`src/rtl/clk_div_bank.sv`:
```
// clk_div_bank: bank of runtime-programmable clock dividers with a
// reset-release sequencer.
//
// Every channel produces a divided clock, clk_out (period 2*N, 50% duty),
// and a one-cycle tick every N cycles. All channels start together when rr
// falls, so they stay phase-aligned. A new divide value is held as pending
// and is copied to active only at the channel's wrap, so every period
// completes at the ratio it started with.
//
// Optional feature: define CLK_DIV_BANK_RESYNC_EN to add the resync input.
// A resync pulse realigns all channels and applies all pending values.
//
// Ports:
//   clk       in   system clock, rising edge
//   rst       in   synchronous active-high reset
//   resync    in   (CLK_DIV_BANK_RESYNC_EN only) realign all channels
//   en        in   global run enable; low freezes every channel
//   div_load  in   strobe: write div_val into the pending value of div_sel
//   div_sel   in   target channel for div_load
//   div_val   in   new divide value N (0 behaves as 1)
//   clk_out   out  divided clock per channel
//   tick      out  one-cycle pulse per channel, registered
//   rr        out  reset-release, high while downstream is held in reset
//   busy      out  channel has a pending value not yet applied
module clk_div_bank #(
  parameter  int NCH      = 4,
  parameter  int DIV_W    = 8,
  parameter  int RST_HOLD = 16,
  parameter  int DIV_INIT = 2,
  localparam int SEL_W    = (NCH > 1) ? $clog2(NCH) : 1
) (
  input  logic             clk,
  input  logic             rst,
`ifdef CLK_DIV_BANK_RESYNC_EN
  input  logic             resync,
`endif
  input  logic             en,
  input  logic             div_load,
  input  logic [SEL_W-1:0] div_sel,
  input  logic [DIV_W-1:0] div_val,
  output logic [NCH-1:0]   clk_out,
  output logic [NCH-1:0]   tick,
  output logic             rr,
  output logic [NCH-1:0]   busy
);

  localparam int                HOLD_W    = (RST_HOLD > 1) ? $clog2(RST_HOLD) : 1;
  localparam logic [HOLD_W-1:0] HOLD_LAST = HOLD_W'(RST_HOLD - 1);
  localparam logic [DIV_W-1:0]  DIV_RST   = DIV_W'(DIV_INIT);

  typedef enum logic {
    ST_HOLD,
    ST_RUN
  } seq_state_t;

  seq_state_t state, state_nxt;
  logic [HOLD_W-1:0] hold_cnt, hold_cnt_nxt;

  logic [NCH-1:0][DIV_W-1:0] cnt;
  logic [NCH-1:0][DIV_W-1:0] act_div;
  logic [NCH-1:0][DIV_W-1:0] pend_div;
  logic [NCH-1:0][DIV_W-1:0] last_cnt;
  logic [NCH-1:0]            wrap;
  logic [NCH-1:0]            load_hit;
  logic                      run;
  logic                      do_resync;

  // Reset-release sequencer state register. The hold counter starts from
  // zero on every reset, so a reset at any time restarts the full hold.
  always_ff @(posedge clk) begin
    if (rst) begin
      state    <= ST_HOLD;
      hold_cnt <= '0;
    end else begin
      state    <= state_nxt;
      hold_cnt <= hold_cnt_nxt;
    end
  end

  // Count RST_HOLD low-reset cycles, then release rr for good. rr is a
  // decode of the state register only, so it has no path from inputs.
  always_comb begin
    state_nxt    = state;
    hold_cnt_nxt = hold_cnt;
    rr           = 1'b1;
    case (state)
      ST_HOLD: begin
        rr = 1'b1;
        if (hold_cnt == HOLD_LAST) begin
          state_nxt = ST_RUN;
        end else begin
          hold_cnt_nxt = hold_cnt + HOLD_W'(1);
        end
      end
      ST_RUN: begin
        rr = 1'b0;
      end
      default: begin
        state_nxt = ST_HOLD;
      end
    endcase
  end

`ifdef CLK_DIV_BANK_RESYNC_EN
  assign do_resync = resync & ~rr;
`else
  assign do_resync = 1'b0;
`endif

  // Per-channel wrap detection. A divide value of 0 counts as 1, so the
  // last count is 0 in both cases.
  always_comb begin
    run = ~rr & en;
    for (int i = 0; i < NCH; i++) begin
      last_cnt[i] = (act_div[i] == '0) ? '0 : act_div[i] - DIV_W'(1);
      wrap[i]     = run && (cnt[i] == last_cnt[i]);
      load_hit[i] = div_load && (int'(div_sel) == i);
    end
  end

  // Channel datapath. Pending takes writes at any time outside reset. A
  // write that lands on the wrap edge leaves busy set, because the wrap
  // applies the older pending value.
  always_ff @(posedge clk) begin
    if (rst) begin
      cnt     <= '0;
      clk_out <= '0;
      tick    <= '0;
      busy    <= '0;
      for (int i = 0; i < NCH; i++) begin
        act_div[i]  <= DIV_RST;
        pend_div[i] <= DIV_RST;
      end
    end else begin
      for (int i = 0; i < NCH; i++) begin
        if (load_hit[i]) begin
          pend_div[i] <= div_val;
        end
        if (do_resync) begin
          cnt[i]     <= '0;
          clk_out[i] <= 1'b0;
          tick[i]    <= 1'b0;
          act_div[i] <= pend_div[i];
          busy[i]    <= load_hit[i];
        end else begin
          tick[i] <= wrap[i];
          if (wrap[i]) begin
            cnt[i]     <= '0;
            clk_out[i] <= ~clk_out[i];
            act_div[i] <= pend_div[i];
          end else if (run) begin
            cnt[i] <= cnt[i] + DIV_W'(1);
          end
          if (load_hit[i]) begin
            busy[i] <= 1'b1;
          end else if (wrap[i]) begin
            busy[i] <= 1'b0;
          end
        end
      end
    end
  end

endmodule

```
`config.mk`:
```
export PLATFORM = sky130hd
export DESIGN_NAME = clk_div_bank
export DESIGN_NICKNAME = d
export VERILOG_FILES = /design/src/rtl/clk_div_bank.sv
export SDC_FILE = /design/constraint.sdc
export NUM_CORES = 1
export LEC_CHECK = 0
export ABC_AREA = 1
export CELL_PAD_IN_SITES_DETAIL_PLACEMENT = 0
export CELL_PAD_IN_SITES_GLOBAL_PLACEMENT = 1
export CORE_AREA = 2 2 124 126
export DETAILED_ROUTE_END_ITERATION = 8
export DIE_AREA = 0 0 126 128
export PLACE_DENSITY = 0.77
export SYNTH_ARGS = -nofsm -noshare
export SYNTH_HDL_FRONTEND = slang
export SYNTH_SLANG_ARGS = --single-unit
```
`constraint.sdc`:
```
create_clock -name clk -period 3.3 [get_ports clk]
set_input_delay 0.495 -clock clk [delete_from_list [all_inputs] [get_ports clk]]
set_output_delay 0.495 -clock clk [all_outputs]
set_load 0.05 [all_outputs]
```
==> flow_summary.ini <==
[floorplanning]
top_level_ports = 27
rows = 45
fp.dieArea_sq_mm = 0.0161
floorplan.initialDensity_pct = 39.3
core_area_sq_mm = 0.0149
die_y_um = 128
die_x_um = 126

[timing]
clock.fmax_ghz = 0.385
finalMaxSlewViolations = 0
rsz0062_at_grt = false
fin_setup_tns_ps = 0
clock_skew_ps = 6.33
setup_viol = 0
worst_pin_slew_ps = 660
fin_crit_sh_pct = 78.6
maxSlewHeadroom_pct = 55.8
period_minus_slack_ps = 2590
hold_viol = 0

[logic_synthesis]
yosysSeqAreaShare_pct = 38.7
synth_largest_area_cell = dfxtp_1
synth_nets = 907
synthCells = 884
synth_area_leaders = dfxtp_1, nand2_1, nand3_1, nor2_1, inv_1
synth_warnings = 0
syn_area_sq_mm = 0.00584
ys_seq_elements = 113
yosys.area.top_type_share_pct = 38.7
avgSynthCellArea_sq_um = 6.61
synth.distinct_cells = 28

[power]
clockPowerShare_pct = 55.1
power.switching_w = 0.000715
combPwrFrac_pct = 3.4
peakVddDrop_mv = 0.386
seqPwrFrac_pct = 41.4
p_int_w = 0.00268
netSwitchingFraction_pct = 21.0
power_density_mw_per_mm2 = 495
report.power.total_w = 0.00340
p_leak_nw = 3.16

[worst_setup_path]
critical_path_class = reg -> reg
crit_fanout = 11
reg2regPathDepth = 13
critPathLaunchType = flop
arrival_ps = 2890
worstPathRequired_ps = 3590
endpoint_kind = flop

[flow_run]
maxCapViolCount = 0

[clock_tree]
cts.hold.buffers_added = 0
htree_levels = 4
clk_pin_slew_ps = 50
cts_resized = 0
clk_latency_ps = 420
cts-buffers-inserted = 17
cts_buffer_depth = 2
cts_tree = yes
cts_num_sinks = 113
cts-root-buf = clkbuf_16
postCtsSetupRepairBufs = 0

[hold_path]
worstHoldPathType = reg -> reg
hold_path_depth = 2

[grt]
grtUsageTotal_pct = 18.0
grt_pass1_wl_mm = 23.3
grt_overflow_total = 0
grt_pass1_vias = 4733
grt_max_degree = 109
antenna_found_initial = 0

[layout]
antenna_cells = 0
area_growth_pct = 17.3
finalNetCount = 936
drive_gt1_share_pct = 6.18
stdcell_area_sq_mm = 0.00685

[place]
placed_cell_area_sq_mm = 0.00626
hpwl_mm = 9.69
numPortBuffers = 26
place.gp.congestion = 0.828

[routing]
viasPerCell = 4.80
drtPass1Iterations = 5
top_layer = met4
ant_nets = 0
dr.first_iter.drc_count = 294
drt-total-wl_mm = 13.8
wl_met2_mm = 6.23
met3_length_um = 391
vias = 5330
wire_per_inst_um = 12.4
drcViolationCount = 0
met1Wirelength_mm = 6.94

[status]
status = finished, final reports clean
[sequential cells by signal, indices dropped and copies added, names as in the netlist]
register  count
busy          4
act_div      32
tick          4
clk_out       4
hold_cnt      4
pend_div     32
state         1
cnt          32
[final cells by class]
class | instances | area [sq um]
fill | 1566 | 8010
multi-input combinational | 648 | 3060
sequential | 113 | 2260
clock buffer | 23 | 488
inverter | 100 | 375
timing repair buffer | 33 | 325
tap | 188 | 235
clock inverter | 6 | 105
[synthesized netlist by cell type]
master    number
nand2_1      214
nor2_1       150
nand3_1      129
dfxtp_1      113
inv_1         97
o21ai_0       44
xor2_1        28
nand4_1       23
nor2_2        12
nor3_1        10
ha_1           9
a21oi_1        7
buf_1          7
buf_6          7
clkbuf_1       7
nand3b_1       6
nand2_2        4
inv_2          3
buf_2          2
nand3_2        2
nor2_4         2
xnor2_1        2
a31oi_1        1
and3_1         1
nor4_1         1
o211ai_1       1
o21ai_1        1
o21bai_1       1
[worst max-delay path: stages (launching register included)]
cell     delay (ps)
dfxtp_1         320
inv_1           110
ha_1            220
nand2_1         100
nor2_2          160
nand2_1         240
nand2_1         120
nand2_1          50
nand2_1          90
nand3_1          80
nor2_1          150
nand3_1         340
nand2_1         400
nor2_1           70
[cell usage in the layout, fill, tap and decap left out, drive strengths merged]
cell           count
ha                 9
nand3            131
clkdlybuf4s50     26
nand2            218
inv              100
dfxtp            113
o21ai             45
a21oi              7
nor3              10
nor4               1
bufinv             3
and3               1
xnor2              2
o211ai             1
nor2             164
a31oi              1
buf                7
clkbuf            23
clkinv             3
nand3b             6
nand4             23
xor2              28
o21bai             1
[power groups by stage]
stage | logic [W] | clock network [W] | registers, W
detailed placement | 0.000117 | 0 | 0.00143
global placement | 0.000116 | 0 | 0.00143
CTS | 0.000117 | 0.00190 | 0.00141
finish | 0.000116 | 0.00187 | 0.00141
floorplan | 0.0000567 | 0 | 0.00144
global route | 0.000129 | 0.00198 | 0.00141
[cells by family after synthesis]
family	after synthesis	synth area share [%]
AO/OA/AOI/OAI	55	4.82
AND/OR/NAND/NOR	554	41.2
XOR/XNOR	30	4.50
adder cells (fa/ha/maj)	9	1.93
buffers and inverters	123	8.85
flip-flops	113	38.7
[metal layers]
metal  GRT usage (%)  up-vias
met4            6.14        0
met1            24.4     2346
met3            4.80       15
met2            27.8       81
met5               0        -
li1                -     2888
[path summary, 6_finish.rpt]
path / slack [ps] / from / to
worst min-delay path: 440 / pend_div[11]$_SDFFE_PP0P_ / act_div[11]$_SDFFE_PP0P_
worst max register to register: 710 / act_div[24]$_SDFFE_PP0P_ / cnt[31]$_SDFFE_PP0P_
worst max-delay path: 710 / act_div[24]$_SDFFE_PP0P_ / cnt[31]$_SDFFE_PP0P_
worst min register to register: 440 / pend_div[11]$_SDFFE_PP0P_ / act_div[11]$_SDFFE_PP0P_
[per-stage QoR]
stage | hold slack [ps] | worst slack, ps | instances | utilization [%]
after floorplan | 414 | 1400 | 884 | -
after global placement | 436 | 802 | 1082 | 42.1
after detailed placement | 436 | 715 | 1082 | 42.1
after CTS | 448 | 696 | 1111 | 46.1
after global routing | 466 | 415 | 1111 | 46.1
final | 444 | 705 | 1111 | 46.1
Note: power is estimated with default switching activity, not from simulation.
